==> config.mk <==
export PLATFORM = sky130hd
export DESIGN_NAME = puf_eval_scheduler
export DESIGN_NICKNAME = d
export VERILOG_FILES = /design/src/rtl/puf_ctrl_pkg.sv /design/src/rtl/puf_watchdog.sv /design/src/rtl/puf_eval_scheduler.sv
export SDC_FILE = /design/constraint.sdc
export NUM_CORES = 1
export LEC_CHECK = 0
export CAP_MARGIN = 20
export CORE_AREA = 3 3 263 265
export DETAILED_ROUTE_END_ITERATION = 6
export DIE_AREA = 0 0 266 268
export GPL_ROUTABILITY_DRIVEN = 1
export PLACE_DENSITY = 0.51
export SYNTH_ARGS = -nofsm -noshare
export SYNTH_HDL_FRONTEND = slang
export SYNTH_SLANG_ARGS = --single-unit
==> constraint.sdc <==
create_clock -name CLK -period 3.14 [get_ports CLK]
set_clock_uncertainty 0.2 [all_clocks]
set_input_delay 0.628 -clock CLK [delete_from_list [all_inputs] [get_ports CLK]]
set_output_delay 0.628 -clock CLK [all_outputs]
set_load 0.005 [all_outputs]
==> src/rtl/puf_ctrl_pkg.sv <==
// rtl/puf_ctrl_pkg.sv - command codes, response ids, state encoding and widths for the PUF scheduler
package puf_ctrl_pkg;

    localparam int DATA_W_DFLT = 128;
    localparam int CODE_W_DFLT = 8;

    // Command codes arriving from the SPI decoder
    localparam logic [7:0] CMD_NOP  = 8'h00;
    localparam logic [7:0] CMD_DD   = 8'h01;
    localparam logic [7:0] CMD_XOR  = 8'h02;
    localparam logic [7:0] CMD_BOTH = 8'h03;

    // Response codes returned to the SPI sender
    localparam logic [7:0] RESP_ID_DD   = 8'h01;
    localparam logic [7:0] RESP_ID_XOR  = 8'h02;
    localparam logic [7:0] RESP_INVALID = 8'hFF;
    localparam logic [7:0] RESP_TIMEOUT = 8'hEE;

    typedef enum logic [1:0] {
        ST_IDLE   = 2'd0,
        ST_LAUNCH = 2'd1,
        ST_WAIT   = 2'd2,
        ST_SEND   = 2'd3
    } state_t;

endpackage

==> src/rtl/puf_watchdog.sv <==
// rtl/puf_watchdog.sv - WAIT-state cycle watchdog, instantiated only when PUF_TIMEOUT_EN is defined
module puf_watchdog #(
    parameter int LIMIT = 1024
) (
    input  logic clk_i,
    input  logic rst_i,
    input  logic load_i,
    input  logic en_i,
    output logic expire_o
);

    localparam int CW = $clog2(LIMIT + 1);

    logic [CW-1:0] cnt_q;

    // Cleared by load, advanced once per enabled cycle; holds once expired
    always_ff @(posedge clk_i) begin
        if (rst_i || load_i) begin
            cnt_q <= '0;
        end else if (en_i && !expire_o) begin
            cnt_q <= cnt_q + 1'b1;
        end
    end

    // Fires during the LIMIT-th enabled cycle since the last load
    assign expire_o = en_i && (cnt_q == CW'(LIMIT - 1));

endmodule

==> src/rtl/puf_eval_scheduler.sv <==
// rtl/puf_eval_scheduler.sv - sequences DD/XOR PUF evaluations; optional WAIT timeout under PUF_TIMEOUT_EN
module puf_eval_scheduler
    import puf_ctrl_pkg::*;
#(
    parameter int DATA_W = DATA_W_DFLT,
    parameter int CODE_W = CODE_W_DFLT,
    parameter int CNT_W  = 16
`ifdef PUF_TIMEOUT_EN
    ,
    parameter int TIMEOUT_CYC = 1024
`endif
) (
    input  logic                     CLK,
    input  logic                     RESET,
    input  logic                     CMD_VALID,
    output logic                     CMD_READY,
    input  logic [CODE_W-1:0]        CMD_CODE,
    input  logic [DATA_W-1:0]        CMD_CHAL,
    output logic [DATA_W-1:0]        CHAL_OUT,
    output logic                     START_DD,
    output logic                     START_XOR,
    input  logic                     DONE_DD,
    input  logic                     DONE_XOR,
    input  logic [DATA_W-1:0]        PUF_OUT_DD,
    input  logic [DATA_W-1:0]        PUF_OUT_XOR,
    output logic                     RESP_VALID,
    input  logic                     RESP_READY,
    output logic [CODE_W+DATA_W-1:0] RESP_DATA,
    output logic [CNT_W-1:0]         CNT_VAL,
    output logic                     BUSY
);

    state_t                     state_q;
    logic [CODE_W-1:0]          code_q;
    logic                       sel_xor_q;   // pass in flight targets the XOR core
    logic [DATA_W-1:0]          chal_q;
    logic                       start_dd_q;
    logic                       start_xor_q;
    logic                       cmd_ready_q;
    logic                       busy_q;
    logic                       resp_valid_q;
    logic [CODE_W+DATA_W-1:0]   resp_data_q;
    logic [CNT_W-1:0]           cnt_q;

    logic                       done_sel;
    logic [DATA_W-1:0]          puf_sel;
    logic [CODE_W-1:0]          id_sel;

    // Route only the selected core's DONE/response into the WAIT logic
    always_comb begin
        done_sel = DONE_DD;
        puf_sel  = PUF_OUT_DD;
        id_sel   = CODE_W'(RESP_ID_DD);
        if (sel_xor_q) begin
            done_sel = DONE_XOR;
            puf_sel  = PUF_OUT_XOR;
            id_sel   = CODE_W'(RESP_ID_XOR);
        end
    end

`ifdef PUF_TIMEOUT_EN
    logic wd_expire;

    puf_watchdog #(
        .LIMIT (TIMEOUT_CYC)
    ) u_watchdog (
        .clk_i    (CLK),
        .rst_i    (RESET),
        .load_i   (state_q == ST_LAUNCH),
        .en_i     (state_q == ST_WAIT),
        .expire_o (wd_expire)
    );
`endif

    // Scheduler FSM with registered handshake, start and response outputs
    always_ff @(posedge CLK) begin
        if (RESET) begin
            state_q      <= ST_IDLE;
            code_q       <= CODE_W'(CMD_NOP);
            sel_xor_q    <= 1'b0;
            chal_q       <= '0;
            start_dd_q   <= 1'b0;
            start_xor_q  <= 1'b0;
            cmd_ready_q  <= 1'b1;
            busy_q       <= 1'b0;
            resp_valid_q <= 1'b0;
            resp_data_q  <= '0;
            cnt_q        <= '0;
        end else begin
            start_dd_q  <= 1'b0;
            start_xor_q <= 1'b0;
            case (state_q)
                ST_IDLE: begin
                    if (CMD_VALID && cmd_ready_q) begin
                        code_q      <= CMD_CODE;
                        chal_q      <= CMD_CHAL;
                        cmd_ready_q <= 1'b0;
                        busy_q      <= 1'b1;
                        if (CMD_CODE == CODE_W'(CMD_DD) || CMD_CODE == CODE_W'(CMD_BOTH)) begin
                            sel_xor_q  <= 1'b0;
                            start_dd_q <= 1'b1;
                            state_q    <= ST_LAUNCH;
                        end else if (CMD_CODE == CODE_W'(CMD_XOR)) begin
                            sel_xor_q   <= 1'b1;
                            start_xor_q <= 1'b1;
                            state_q     <= ST_LAUNCH;
                        end else begin
                            sel_xor_q    <= 1'b0;
                            resp_valid_q <= 1'b1;
                            resp_data_q  <= {CODE_W'(RESP_INVALID), {DATA_W{1'b0}}};
                            state_q      <= ST_SEND;
                        end
                    end
                end
                ST_LAUNCH: begin
                    // DONE during the start cycle is deliberately not sampled
                    state_q <= ST_WAIT;
                end
                ST_WAIT: begin
                    if (done_sel) begin
                        resp_valid_q <= 1'b1;
                        resp_data_q  <= {id_sel, puf_sel};
                        if (cnt_q != {CNT_W{1'b1}}) begin
                            cnt_q <= cnt_q + 1'b1;
                        end
                        state_q <= ST_SEND;
                    end
`ifdef PUF_TIMEOUT_EN
                    else if (wd_expire) begin
                        resp_valid_q <= 1'b1;
                        resp_data_q  <= {CODE_W'(RESP_TIMEOUT), {DATA_W{1'b0}}};
                        // Forget the BOTH request so a timed-out DD pass ends the chain
                        code_q       <= CODE_W'(CMD_NOP);
                        state_q      <= ST_SEND;
                    end
`endif
                end
                ST_SEND: begin
                    if (RESP_READY) begin
                        resp_valid_q <= 1'b0;
                        if (code_q == CODE_W'(CMD_BOTH) && !sel_xor_q) begin
                            sel_xor_q   <= 1'b1;
                            start_xor_q <= 1'b1;
                            state_q     <= ST_LAUNCH;
                        end else begin
                            cmd_ready_q <= 1'b1;
                            busy_q      <= 1'b0;
                            chal_q      <= '0;
                            state_q     <= ST_IDLE;
                        end
                    end
                end
                default: begin
                    state_q <= ST_IDLE;
                end
            endcase
        end
    end

    assign CMD_READY  = cmd_ready_q;
    assign CHAL_OUT   = chal_q;
    assign START_DD   = start_dd_q;
    assign START_XOR  = start_xor_q;
    assign RESP_VALID = resp_valid_q;
    assign RESP_DATA  = resp_data_q;
    assign CNT_VAL    = cnt_q;
    assign BUSY       = busy_q;

endmodule
---- Word level (Yosys, flattened, before mapping) ----
Cells that the tools add are included.
storage, ports and cells
  flip-flop bits (word level) ............. 296
  bits of input ports ..................... 398
  output and inout port bits .............. 285
  logic and storage cells ................. 89
operators by class
  add/subtract/negate cells ............... 1
  equal/unequal tests ..................... 15
  mux-type cells .......................... 44
  bitwise gates (word level) .............. 2
  reduce and logical (&&, ||, !) cells .... 16
operators by type and width
  cell                   number
  $mux 136               4
  $mux 128               4
  $pmux 136 s2           1
  $pmux 128 s2           1
  $eq 8x2->1 const B     3
  $mux 1                 22
  $add 16x1->16 const B  1
  $ne 16x16->1 const B   1
  $ne 2x2->1 const B     7
  $mux 2                 6
  $eq 8x1->1 const B     1
  $pmux 1 s2             4
  $pmux 2 s4             1
  $reduce_and 4->1       2
  $reduce_and 3->1       2
  $reduce_and 6->1       1
  $reduce_and 5->1       1
  $eq 2x2->1 const B     2
  $reduce_bool 2->1      2
  $pmux 1 s3             1
  $reduce_bool 3->1      1
  $reduce_or 3->1        1
  $eq 2x1->1 const B     1
  $logic_and 1x1->1      2
  other kinds (5)        6

---- Longest topological paths before layout ----
  depth after elaboration ................. 5
  gate-level depth with buffers ........... 9
  depth with buffers taken out ............ 6

---- Worst setup path after synthesis ----
No wires, ideal clock.
  path type ............................... in2reg
  start ................................... input port CMD_CODE[7]
  end ..................................... register resp_data_q[108] (netlist: RESP_DATA[108])
  library setup time ...................... 0.081 ns
  arrival time ............................ 1.846 ns
  required time ........................... 2.859 ns
  slack ................................... 1.013 ns
  cell stages on the path ................. 6
  path buffers ............................ 2
  cell sequence ........................... nor4_4 -> a31o_2 -> buf_2 -> clkbuf_1 -> nand3_1 -> a41oi_1
on the way
  cells in the longest elaborated chain, start to end .. 4
  elaborated cells between the ends (all ways) .. 7
  those cells by class .................... eq/ne: 5; reduce/logical: 2
RTL lines
  item                                             line                       RTL
  from (decl)                                      puf_eval_scheduler.sv:17   input logic [CODE_W-1:0] CMD_CODE,
  $eq 8x1->1 / $eq 8x2->1 (equally long branches)  puf_eval_scheduler.sv:99   if (CMD_CODE == CODE_W'(CMD_DD) || CMD_CODE == CODE_W'(CMD_BOTH)) begin
  $logic_or 1x1->1                                 puf_eval_scheduler.sv:99
  $ne 2x2->1 (no line)                             --
  $reduce_and 5->1 (no line) *                     --
  to (signal assigned)                             puf_eval_scheduler.sv:110  resp_data_q <= {CODE_W'(RESP_INVALID), {DATA_W{1'b0}}};
  to (signal assigned)                             puf_eval_scheduler.sv:122  resp_data_q <= {id_sel, puf_sel};
  to (decl)                                        puf_eval_scheduler.sv:42   logic [CODE_W+DATA_W-1:0] resp_data_q;
Mark *: on every way between the ends. The rest lies on a longest branch, timed or not.
A chain may end at the register's enable or synchronous reset.

---- Worst setup path after layout ----
  start ................................... register state_q[0]
  end ..................................... register resp_data_q[14] (netlist: RESP_DATA[14])
on the way
  cells in the longest elaborated chain, start to end .. 3
  elaborated cells between the ends (all ways) .. 9
  those cells by class .................... eq/ne: 5; mux: 1; reduce/logical: 3
RTL lines
  item                                                              line                       RTL
  from (decl)                                                       puf_eval_scheduler.sv:33   state_t state_q;
  from (signal assigned)                                            puf_eval_scheduler.sv:78   state_q <= ST_IDLE;
  from (signal assigned)                                            puf_eval_scheduler.sv:102  state_q <= ST_LAUNCH;
  from (signal assigned)                                            puf_eval_scheduler.sv:106  state_q <= ST_LAUNCH;
  $eq 2x2->1 / $logic_not 2->1 (equally long branches)              puf_eval_scheduler.sv:92   case (state_q)
  $ne 2x2->1 (no line) / $reduce_bool 2->1 (equally long branches)  --
  $reduce_and 5->1 (no line)                                        --
Several ways; a longest one is shown, not always the timed one.

==> metrics <==
outcome complete, no violations; Post-Synthesis Cells roughly 1800; First DRT Iteration DRCs between 1000 and 1500; post-cts resize count 0; Tightest Pin Transition 0.713 ns; relative max-transition margin 0.524; GRT overflow 0; Cell variety after synth between 50 and 60; Pre-antenna DRT Iters 6; vias per cell around 5; Max FO, Critical Path 82; peak supply drop around 0.00057 V; Post-synth ARST share 0; All-Layer GR Usage 0.175; Crit. End Element register; area delta synth->final 59.9%; RSZ-0062 raised after global routing false; maxcap violations 0; Fill cells 6872; Setup TNS Final 0 ns; DRC viols 0; pin count of the biggest net entering global routing 130; Avg WL per Cell 20.5 um; most area-hungry cell type in the Yosys netlist dfxtp_1; PnR Total Power 16600 uW; final WL about 67000 um; Clk pin slew, worst setup/hold paths approximately 0.060 ns; Area contributors post-synth dfxtp_1 (39%), nand3_1 (17%), mux2_2 (9.8%); CTS tree yes; kind of critical path reg -> reg; die footprint just over 70000 sq um; detailed-route via count about 17000; row cnt 95; I/O Buffers approximately 700; Critical Path Start state_q[0]; required time worst endpoint ~3.4 ns; Critical Path Start Type register; H-tree depth 2; ANT nets after route 0; crit path max-delay cell type ha_1; number of synthesized flops with an enable pin 0; later-pin clock latency in the skew report about 0.55 ns; Synth Register Bits ~290; top post-synthesis cells by count nand3_1 (516), dfxtp_1 (291), nand2_1 (155), a21oi_1 (153); hold crit path type in -> reg; cell mode on critical path nand3_1; Final Hold Viols 0; core area between 60000 and 70000 sq um; Mean Syn Cell Area just over 8 sq um; sequential share of the synthesized area 0.395; Net Count, Synth 2222; crit share post-route 0.810; PwrDens between 700 and 800 nW/um^2; cell leakage power 0.00727 uW; HP Start RESET; Starting Density 0.220; top cell type's share of synthesized area 0.395; Die X between 200 and 300 um; FMAX 393 MHz; Main synth FF type dfxtp_1; Crit path arrival time ~2.8 ns; nets about 2800; hold-fix buffer count after cts 0; total CTS buffers 38; I/O pins approximately 700; # Post-CTS Setup Buffers 0; top-count cell post-synth nand3_1; first-pass GRT wire length 98500 um; FF-to-FF Start state_q[0]; deepest clock path buffer count 3; vias in the first global route 15868; root buffer cell clkbuf_16; clock sinks a little under 300; max-slew violation count 0; Worst path max stage delay 0.34 ns; die height 268 um; hpwl dp between 40000 and 50000 um; initial antenna violation count 4; share of cells above drive strength 1 0.105; Setup Viol. Count Final 0; fin crit period 2.54 ns; Post-Synthesis Cell Area 14800 sq um; GPL Wtd Cong 0.804; critical-path cell list inv_1 > ha_1 > nand3_1 > a31oi_4 > buf_12 > nand3_1 > a41oi_1; Synth Warn # 0
report_power, final:
part           leakage (uW)  internal, uW  switching (uW)
combinational       0.00432          3300            3970
sequential          0.00237          4480             524
clock              0.000584          2600            1750
cell families (layout without fill, tap and decap cells):
kind of cell,Yosys count,after routing,synth area share
other,0,2,0
multiplexers,130,130,0.0991
AND/OR/NAND/NOR,722,722,0.241
AO/OA/AOI/OAI,447,447,0.191
buffers and inverters,224,799,0.0707
adder cells (fa/ha/maj),5,5,0.00424
flip-flops,291,291,0.395
registers in the layout, summed over array words and instances (netlist names):
name	flops
BUSY	1
CHAL_OUT	128
CMD_READY	1
CNT_VAL	16
RESP_DATA	131
RESP_VALID	1
START_DD	1
START_XOR	1
code_q	8
sel_xor_q	1
state_q	2
cell type report:
type,count,area [sq um],share of cell area
multi-input cells,1304,7990,0.338
repair buffers,731,7460,0.316
flip-flops and latches,291,5830,0.247
well taps,873,1090,0.0463
clock buffers,53,1060,0.0448
clock inverters,6,149,0.00631
inverters,9,33.8,0.00143
diodes,2,5.00,0.000212
critical path: cells and delay by family, from the launching register on:
| kind | cells | cell delay, ns |
|---|---|---|
| DFF | 1 | 0.31 |
| buffers and inverters | 2 | 0.50 |
| and+or+nand+nor | 2 | 0.42 |
| AOI/OAI and AO/OA | 2 | 0.53 |
| adders and majority gates | 1 | 0.34 |
per-layer routing:
metal	share of wire	routed length (um)	global-route usage
met2	0.50	33600	0.303
met3	0.069	4630	0.0353
met1	0.40	27100	0.218
met4	0.027	1830	0.0559
met5	0.00039	26	0
stage by stage:
step                 util  instance area [sq um]  std cells  hold WS [ns]  worst slack, ns
floorplan               -                  14800       1819         0.232             1.01
global placement    0.334                  22400       3208         0.243            0.257
detailed placement  0.334                  22400       3208         0.246            0.218
CTS                 0.352                  23600       3267         0.207            0.533
global route        0.352                  23600       3268         0.237            0.398
finish              0.352                  23600       3269         0.253            0.597
final timing paths:
check / to / slack (ns) / cells past startpoint
worst min register to register: code_q[2] / 0.25 / 2
worst max register to register: RESP_DATA[14] / 0.60 / 7
worst max-delay path: RESP_DATA[14] / 0.60 / 7
worst min-delay path: CHAL_OUT[90] / 0.25 / 2
cells in the final DEF (no fill, tap or decap), types with 9 or more instances in the layout:
cell / synthesis / final
clkdlybuf4s50_1: 0 / 681
o21ai_0: 58 / 58
nand3_1: 516 / 516
clkbuf_16: 0 / 38
nand2_1: 155 / 154
o21ai_1: 77 / 77
o31ai_1: 10 / 10
or4_1: 10 / 10
buf_12: 0 / 21
a21oi_1: 153 / 153
clkbuf_1: 129 / 10
a41oi_1: 128 / 128
inv_1: 9 / 9
dfxtp_1: 291 / 290
buf_4: 6 / 28
mux2_2: 129 / 129
Power figures use the tool's default switching activity.
